**src/rtl/light_seq_monitor.sv**
```systemverilog
// Receive-side checker for the 2-bit traffic-light code: phase order, phase dwell and legal-cycle count.
// Optional sticky error flags are built when LIGHT_MON_STICKY_EN is defined.
//
// state | meaning
// SYNC  | not aligned to a phase start; only illegal codes are reported
// TRACK | aligned; phase order and dwell lengths are checked
module light_seq_monitor #(
  parameter int unsigned RED_LEN = 30,
  parameter int unsigned YEL_LEN = 5,
  parameter int unsigned GRN_LEN = 20,
  parameter int unsigned CNT_W   = 6,
  parameter int unsigned CYC_W   = 8
) (
  input  logic             clk,
  input  logic             rstn,
  input  logic [1:0]       light,
  input  logic             clr_err,
  output logic             locked,
  output logic             err_seq,
  output logic             err_short,
  output logic             err_long,
  output logic             err_code,
  output logic [2:0]       err_sticky,
  output logic [CYC_W-1:0] cyc_cnt
);

  typedef enum logic {
    ST_SYNC  = 1'b0,
    ST_TRACK = 1'b1
  } state_t;

  localparam logic [1:0]       L_RED = 2'd0;
  localparam logic [1:0]       L_YEL = 2'd1;
  localparam logic [1:0]       L_GRN = 2'd2;
  localparam logic [1:0]       L_BAD = 2'd3;
  localparam logic [CNT_W-1:0] DWELL_MAX = '1;
  localparam logic [CNT_W-1:0] DWELL_ONE = CNT_W'(1);

  state_t           state_q, state_d;
  logic [1:0]       prev_light_q, prev_light_d;
  logic [CNT_W-1:0] dwell_q, dwell_d;
  logic             cycle_ok_q, cycle_ok_d;
  logic             locked_q, locked_d;
  logic             err_seq_q, err_seq_d;
  logic             err_short_q, err_short_d;
  logic             err_long_q, err_long_d;
  logic             err_code_q, err_code_d;
  logic [2:0]       err_sticky_q, err_sticky_d;
  logic [CYC_W-1:0] cyc_cnt_q, cyc_cnt_d;

  logic             same;
  logic [CNT_W-1:0] tgt;

  function automatic logic [CNT_W-1:0] exp_len(input logic [1:0] code);
    case (code)
      L_RED:   exp_len = CNT_W'(RED_LEN);
      L_YEL:   exp_len = CNT_W'(YEL_LEN);
      L_GRN:   exp_len = CNT_W'(GRN_LEN);
      default: exp_len = '0;
    endcase
  endfunction

  function automatic logic [1:0] next_phase(input logic [1:0] code);
    case (code)
      L_RED:   next_phase = L_YEL;
      L_YEL:   next_phase = L_GRN;
      L_GRN:   next_phase = L_RED;
      default: next_phase = L_BAD;
    endcase
  endfunction

  assign same = (light == prev_light_q);
  assign tgt  = exp_len(prev_light_q);

  always_comb begin
    state_d      = state_q;
    prev_light_d = light;
    dwell_d      = DWELL_ONE;
    cycle_ok_d   = cycle_ok_q;
    cyc_cnt_d    = cyc_cnt_q;
    err_seq_d    = 1'b0;
    err_short_d  = 1'b0;
    err_long_d   = 1'b0;
    err_code_d   = 1'b0;

    if (same) begin
      dwell_d = (dwell_q == DWELL_MAX) ? dwell_q : dwell_q + DWELL_ONE;
    end

    if (light == L_BAD) begin
      err_code_d = 1'b1;
      state_d    = ST_SYNC;
      cycle_ok_d = 1'b0;
    end else begin
      case (state_q)
        ST_SYNC: begin
          // the phase left here began at an unknown time, so it is never judged
          if (!same) begin
            state_d = ST_TRACK;
          end
        end
        ST_TRACK: begin
          if (same) begin
            err_long_d = (dwell_q == tgt);
          end else begin
            err_short_d = (dwell_q < tgt);
            err_seq_d   = (light != next_phase(prev_light_q));
            if (prev_light_q == L_RED && light == L_YEL) begin
              cycle_ok_d = (dwell_q == tgt);
            end else if (prev_light_q == L_YEL && light == L_GRN) begin
              cycle_ok_d = cycle_ok_q && (dwell_q == tgt);
            end else if (prev_light_q == L_GRN && light == L_RED) begin
              if (cycle_ok_q && dwell_q == tgt) begin
                cyc_cnt_d = cyc_cnt_q + CYC_W'(1);
              end
              cycle_ok_d = 1'b0;
            end else begin
              cycle_ok_d = 1'b0;
            end
          end
          if (err_long_d || err_short_d || err_seq_d) begin
            cycle_ok_d = 1'b0;
          end
        end
        default: state_d = ST_SYNC;
      endcase
    end

    locked_d = (state_d == ST_TRACK);
  end

`ifdef LIGHT_MON_STICKY_EN
  // a new error on the same edge as clr_err survives the clear
  always_comb begin
    err_sticky_d = clr_err ? 3'b000 : err_sticky_q;
    err_sticky_d = err_sticky_d | {err_long_d, err_short_d, err_seq_d | err_code_d};
  end
`else
  logic unused_clr_err;
  assign unused_clr_err = clr_err;
  assign err_sticky_d   = 3'b000;
`endif

  always_ff @(posedge clk or negedge rstn) begin
    if (!rstn) begin
      state_q      <= ST_SYNC;
      prev_light_q <= L_RED;
      dwell_q      <= '0;
      cycle_ok_q   <= 1'b0;
      locked_q     <= 1'b0;
      err_seq_q    <= 1'b0;
      err_short_q  <= 1'b0;
      err_long_q   <= 1'b0;
      err_code_q   <= 1'b0;
      err_sticky_q <= 3'b000;
      cyc_cnt_q    <= '0;
    end else begin
      state_q      <= state_d;
      prev_light_q <= prev_light_d;
      dwell_q      <= dwell_d;
      cycle_ok_q   <= cycle_ok_d;
      locked_q     <= locked_d;
      err_seq_q    <= err_seq_d;
      err_short_q  <= err_short_d;
      err_long_q   <= err_long_d;
      err_code_q   <= err_code_d;
      err_sticky_q <= err_sticky_d;
      cyc_cnt_q    <= cyc_cnt_d;
    end
  end

  assign locked     = locked_q;
  assign err_seq    = err_seq_q;
  assign err_short  = err_short_q;
  assign err_long   = err_long_q;
  assign err_code   = err_code_q;
  assign err_sticky = err_sticky_q;
  assign cyc_cnt    = cyc_cnt_q;

endmodule

```
**config.mk**
```make
export PLATFORM = sky130hd
export DESIGN_NAME = light_seq_monitor
export DESIGN_NICKNAME = d
export VERILOG_FILES = /design/src/rtl/light_seq_monitor.sv
export SDC_FILE = /design/constraint.sdc
export NUM_CORES = 1
export LEC_CHECK = 0
export BUFFER_PORTS_ARGS = -buffer_cell sky130_fd_sc_hd__buf_2
export CAP_MARGIN = 15
export CORE_MARGIN = 1.5
export CORE_UTILIZATION = 40
export CTS_CLUSTER_DIAMETER = 150
export DETAILED_ROUTE_END_ITERATION = 8
export SLEW_MARGIN = 20
export SYNTH_ARGS = -nofsm -noshare
export SYNTH_HDL_FRONTEND = slang
export SYNTH_SLANG_ARGS = --single-unit
```
**constraint.sdc**
```tcl
create_clock -name clk -period 2.5 [get_ports clk]
set_input_delay 0.375 -clock clk [delete_from_list [all_inputs] [get_ports clk]]
set_output_delay 0.375 -clock clk [all_outputs]
set_load 0.01 [all_outputs]
```
==> flow_metrics.py, run 1 <==
metrics = {
    "routing": {
        "dr.pass1.iters": 4,
        "drt-vias-per-instance": 5.09,
        "wirelength_um": 2270,
        "vias": 926,
        "routedWlPerCell_um": 12.5,
        "drt_iter0_drc": 30,
        "drc": 0,
        "antenna_left": 0,
    },
    "synthesis": {
        "ys_seq_elements": 22,
        "netlist_area_mm2": 0.00129,
        "avgSynthCellArea_um2": 10.7,
        "synthFlopType": "dfrtp_1",
        "yosys_warnings": 0,
        "synthCells": 121,
        "synth-seq-area-share": 0.427,
        "synthArstFlopShare": 1.00,
        "ys_types": 40,
        "synth_edf_count": 0,
    },
    "global_routing": {
        "grt_pass1_wl_um": 3960,
        "track_usage": 0.149,
        "grt_max_degree": 23,
        "antenna_found_initial": 0,
        "grt_pass1_vias": 859,
        "gr-total-overflow": 0,
    },
    "critical_path": {
        "cp-end-kind": "register",
        "cp_data_required_time_ns": 2.70,
        "critPathArrivalTime_ns": 2.48,
        "worstSetupPathType": "reg2reg",
        "critPathMaxFanout": 10,
        "ff2ff_path_depth": 8,
        "rr_endpoint": "cyc_cnt[1]",
        "r2r_start": "prev_light_q[0]",
        "cp-start-kind": "register",
        "reg2reg_slack_ns": 0.23,
    },
    "clock_network": {
        "cts_root_buf": "clkbuf_4",
        "htreeDepth": 1,
        "cts.sinks": 22,
        "hold_buffers": 0,
        "post_cts_buffers": 0,
        "cts_buffers": 3,
        "clock_path_buffers": 2,
        "clkLatencyLatePin_ns": 0.30,
        "cts_tree": "yes",
        "path_clk_slew_ns": 0.13,
    },
    "place": {
        "port_buffers": 16,
        "gp_congestion": 0.776,
        "dpl.hpwl_um": 1770,
    },
    "timing": {
        "rsz0062_at_grt": "no",
        "setup-violations-final": 0,
        "period_needed_ns": 2.27,
        "clock_skew_ns": 0.00638,
        "min_period_over_period": 0.910,
        "fmaxAchievable_mhz": 440,
        "setup_tns_ns": 0,
        "worst_pin_slew_ns": 0.499,
        "slew_headroom": 0.665,
        "finalHoldViolations": 0,
        "slew_viol_final": 0,
    },
    "die": {
        "die_area_mm2": 0.00357,
        "die_x_um": 59.8,
        "core_area_mm2": 0.00305,
        "floorplan.initialDensity": 0.422,
        "die_y_um": 59.8,
        "io_pins": 21,
        "row_count": 20,
    },
    "flow_run": {
        "maxCapViolations": 0,
    },
    "layout": {
        "final_nets": 156,
        "drive_gt1_frac": 0.203,
        "diodes": 0,
        "area_delta_synth_final_pct": 12.2,
    },
    "power_and_ir_drop": {
        "ir_worst_vdd_v": 0.000246,
        "p_leak_nw": 0.710,
        "pwr_density_cell_mw_per_mm2": 523,
        "total_power_uw": 757,
    },
    "worst_hold_path": {
        "hp-class": "in2async",
    },
    "status": {
        "status": "complete, no violations",
    },
}
worst max-delay path by stage:
stage | from | to | cells after the start
6_report | prev_light_q[0] | cyc_cnt[1] | 8
4_1_cts | prev_light_q[0] | cyc_cnt[1] | 8
2_1_floorplan | prev_light_q[0] | cyc_cnt[1] | 8
5_1_grt | prev_light_q[0] | cyc_cnt[1] | 8
3_5_place_dp | prev_light_q[0] | cyc_cnt[1] | 8
3_3_place_gp | prev_light_q[0] | cyc_cnt[1] | 8
cell usage after synthesis (2+ instances only):
library cell | number | share of area
and2_1 | 3 | 0.015
xor2_1 | 3 | 0.020
nor3_1 | 2 | 0.0078
o21ai_0 | 4 | 0.016
xnor2_1 | 9 | 0.061
a21oi_1 | 4 | 0.016
nor2_1 | 4 | 0.012
nand2b_1 | 2 | 0.0097
dfrtp_1 | 22 | 0.43
or3_1 | 2 | 0.0097
nand2_1 | 8 | 0.023
a31oi_1 | 2 | 0.0097
nand4_1 | 5 | 0.024
nor3b_1 | 2 | 0.012
ha_1 | 12 | 0.12
buf_4 | 3 | 0.017
inv_1 | 9 | 0.026
nand3_1 | 3 | 0.012
metrics by stage:
stage	worst slack (ns)	instance area [um^2]	hold slack, ns	instances	utilization
after detailed placement	0.194	1390	0.365	178	0.457
after CTS	0.157	1450	0.0170	182	0.474
after global placement	0.284	1390	0.365	178	0.457
after floorplan	0.473	1300	0.0794	123	-
final	0.225	1450	0.00622	182	0.474
after global routing	0.0397	1450	0.0242	182	0.474
per-layer routing:
| layer | vias up | global-route usage | share of wire |
|---|---|---|---|
| met5 | - | 0 | 0 |
| met4 | 0 | 0.0698 | 0.015 |
| met3 | 4 | 0.0303 | 0.029 |
| met2 | 17 | 0.220 | 0.47 |
| met1 | 455 | 0.207 | 0.49 |
| li1 | 450 | - | - |
cell type report:
class	count	area [um^2]
fill	306	1610
multi-input combinational	87	674
sequential	22	551
timing repair buffer	16	80.1
tap	44	55.1
inverter	9	33.8
clock inverter	1	30.0
clock buffer	3	22.5
cells by family after synthesis:
| group | count (synthesis) | synth area share |
|---|---|---|
| AO/OA/AOI/OAI | 15 | 0.0748 |
| XOR/XNOR | 12 | 0.0816 |
| adder cells (fa/ha/maj) | 12 | 0.117 |
| buffers and inverters | 14 | 0.0553 |
| flip-flops | 22 | 0.427 |
| multiplexers | 2 | 0.0194 |
| other | 1 | 0.00291 |
| AND/OR/NAND/NOR | 43 | 0.222 |
critical path, cell delays in order (launching register included):
cell     delay, ns
dfrtp_1       0.51
inv_1         0.14
ha_1          0.18
inv_1         0.07
ha_1          0.30
nand3_1       0.14
nor3_4        0.38
nand2_2       0.13
mux2_4        0.32
placed cells by master, fill, tap and decap left out, types with 2 or more instances in the layout:
master	netlist	routed
dfrtp_1	22	22
buf_2	0	16
ha_1	12	12
inv_1	9	9
xnor2_1	9	9
nand2_1	8	8
nand4_1	5	5
nor2_1	4	4
a21oi_1	4	4
o21ai_0	4	4
xor2_1	3	3
nand3_1	3	3
and2_1	3	3
conb_1	1	3
clkbuf_4	0	3
nor3_1	2	2
nand2b_1	2	2
or3_1	2	2
nor3b_1	2	2
a31oi_1	2	2
flip-flops by register name (all words and copies together), names as in the netlist:
| register | cells |
|---|---|
| cyc_cnt | 8 |
| prev_light_q | 2 |
| dwell_q | 6 |
| cycle_ok_q | 1 |
| err_code | 1 |
| locked | 1 |
| err_short | 1 |
| err_seq | 1 |
| err_long | 1 |
where the power goes:
| part | internal (mW) | switching [mW] |
|---|---|---|
| Combinational | 0.0385 | 0.0617 |
| Clock | 0.162 | 0.110 |
| Sequential | 0.369 | 0.0151 |
repair_timing:
item	in CTS	in global routing
hold endpoints to repair	0	0
endpoints found under the setup margin	0	1
gates resized for setup	0	0
Power figures use the tool's default switching activity.
==> run 2: changes to the inputs <==
==> constraint.sdc (replaced) <==
create_clock -name clk -period 1.85 [get_ports clk]
set_input_delay 0.2775 -clock clk [delete_from_list [all_inputs] [get_ports clk]]
set_output_delay 0.2775 -clock clk [all_outputs]
set_load 0.01 [all_outputs]
==> run 2 against run 1 <==
The flow now finishes with violations (setup timing). Final area grew 14%. Non-clock buffer count grew 13. Fmax grew 21%. Flip-flop and latch count is the same. Critical path type unchanged. Largest cell class unchanged. Largest power group unchanged.
==> flow_metrics.py, run 2 (synthesized netlist as in run 1, its figures left out) <==
metrics = {
    "status": {
        "status": "finished, violations left",
        "failed_checks": "setup timing",
    },
    "routing": {
        "drt_iter0_drc": 57,
        "drt-vias-per-instance": 4.94,
        "wirelength_um": 2480,
        "dr.pass1.iters": 4,
        "antenna_left": 0,
        "vias": 964,
        "routedWlPerCell_um": 12.7,
        "drc": 0,
    },
    "timing": {
        "slew_headroom": 0.653,
        "min_period_over_period": 1.01,
        "worst_slack_ns": -0.0263,
        "slew_viol_final": 0,
        "setup_tns_ns": -0.0816,
        "hold_ws_ns": 0.167,
        "clock_skew_ns": 0.0100,
        "fmaxAchievable_mhz": 533,
        "worst_pin_slew_ns": 0.520,
        "period_needed_ns": 1.88,
        "finalHoldViolations": 0,
        "setup-violations-final": 5,
        "rsz0062_at_grt": "yes",
    },
    "flow_run": {
        "maxCapViolations": 0,
    },
    "global_routing": {
        "antenna_found_initial": 0,
        "track_usage": 0.154,
        "grt_pass1_wl_um": 4150,
        "grt_pass1_vias": 957,
        "grt_max_degree": 23,
        "gr-total-overflow": 0,
    },
    "layout": {
        "diodes": 0,
        "drive_gt1_frac": 0.364,
        "multi_input_area_um2": 788,
        "regArea_um2": 552,
        "final_nets": 169,
        "largest_reg_flops": 8,
        "fin_area_mm2": 0.00165,
        "fin_util": 0.541,
        "num-fill-cells": 286,
        "area_delta_synth_final_pct": 28.2,
        "layout_common_cells": "dfrtp_1 (21), buf_2 (16), buf_4 (11)",
        "final_common_cell": "dfrtp_1",
    },
    "die": {
        "die_area_mm2": 0.00357,
        "io_pins": 21,
        "die_x_um": 59.8,
        "die_y_um": 59.8,
        "floorplan.initialDensity": 0.422,
        "core_area_mm2": 0.00305,
        "row_count": 20,
    },
    "place": {
        "port_buffers": 16,
        "dpl.hpwl_um": 1880,
        "gp_congestion": 0.823,
        "placed_area_mm2": 0.00155,
    },
    "clock_network": {
        "cts.sinks": 22,
        "cts_buffers": 3,
        "clock_path_buffers": 2,
        "cts_root_buf": "clkbuf_4",
        "clkLatencyLatePin_ns": 0.31,
        "cts_tree": "yes",
        "path_clk_slew_ns": 0.13,
        "htreeDepth": 1,
    },
    "critical_path": {
        "r2r_start": "prev_light_q[1]",
        "rr_endpoint": "cyc_cnt[7]",
        "critPathMaxFanout": 7,
        "cp_common_cell": "ha_4",
        "crit_family": "flip-flops",
        "critPathArrivalTime_ns": 2.07,
        "worstSetupPathType": "reg2reg",
        "ff2ff_path_depth": 9,
        "critical_path_depth": 9,
        "cp_slowest_cell": "dfrtp_1",
        "cp-end-kind": "register",
        "max_stage_delay_ns": 0.44,
        "cp_cell_sequence": "inv_2, ha_4, inv_4, ha_4, nand3_4, nor3_4, buf_6, nand4_1, xnor2_1",
        "cp_data_required_time_ns": 2.05,
        "cp-start-kind": "register",
        "reg2reg_slack_ns": -0.03,
        "critPathBufInv": 3,
    },
    "power_and_ir_drop": {
        "combPwrFrac": 0.207,
        "pwr_density_cell_mw_per_mm2": 597,
        "clkPwrFrac": 0.266,
        "switching_share": 0.278,
        "p_leak_nw": 0.768,
        "p_int_uw": 712,
        "ir_worst_vdd_v": 0.000292,
        "p_seq_frac": 0.526,
        "power.net_switching_uw": 274,
    },
    "worst_hold_path": {
        "hp-class": "in2reg",
        "whs_path_depth": 1,
        "min-delay-start": "light[1]",
        "hold_end": "prev_light_q[1]",
    },
}
[run 2: cell count changes in the layout (fill, tap and decap cells not counted), sizes merged]
cell and delta:
buf +12, dlygate4sd3 +1, bufinv -1, clkbuf +1
[run 2: power groups by stage]
stage	Sequential (mW)	Combinational (mW)	Clock [mW]
final	0.519	0.205	0.263
after global routing	0.523	0.228	0.298
after CTS	0.519	0.191	0.279
after detailed placement	0.529	0.187	0
after global placement	0.528	0.181	0
after floorplan	0.532	0.126	0
[run 2: final cells by class]
class,count,share of cell area
multi-input combinational,87,0.477
sequential,22,0.334
tap,44,0.0333
inverter,9,0.0220
timing repair buffer,29,0.111
clock buffer,4,0.0220
[run 2: worst max path at each step]
stage,startpoint,endpoint,slack (ns)
floorplan,prev_light_q[1],cyc_cnt[1],-0.01
finish,prev_light_q[1],cyc_cnt[7],-0.03
CTS,prev_light_q[1],cyc_cnt[7],-0.03
global placement,prev_light_q[0],cyc_cnt[3],0.005
global route,prev_light_q[1],cyc_cnt[4],-0.14
detailed placement,prev_light_q[1],cyc_cnt[7],-0.02
[run 2: metal layers]
metal | track usage | share of wire
met3 | 0.0195 | 0.020
met5 | 0 | 0
met1 | 0.222 | 0.51
met4 | 0.0667 | 0.0069
met2 | 0.231 | 0.46
[run 2: repair_timing]
action                                  4_1_cts  5_1_grt
endpoints found under the setup margin        7       11
pin swaps                                     0        4
resized for setup                             1        6
endpoints found under the hold margin        22        0
gates cloned                                  0        0
hold buffers                                  1        0
buffers inserted                              1        2
[run 2: metrics by stage]
| step | power [mW] | instances | setup WS (ns) |
|---|---|---|---|
| after floorplan | 0.658 | 123 | -0.0143 |
| after global placement | 0.709 | 187 | 0.00453 |
| after detailed placement | 0.715 | 187 | -0.0210 |
| after CTS | 0.990 | 193 | -0.0314 |
| after global routing | 1.05 | 195 | -0.142 |
| final | 0.986 | 195 | -0.0263 |
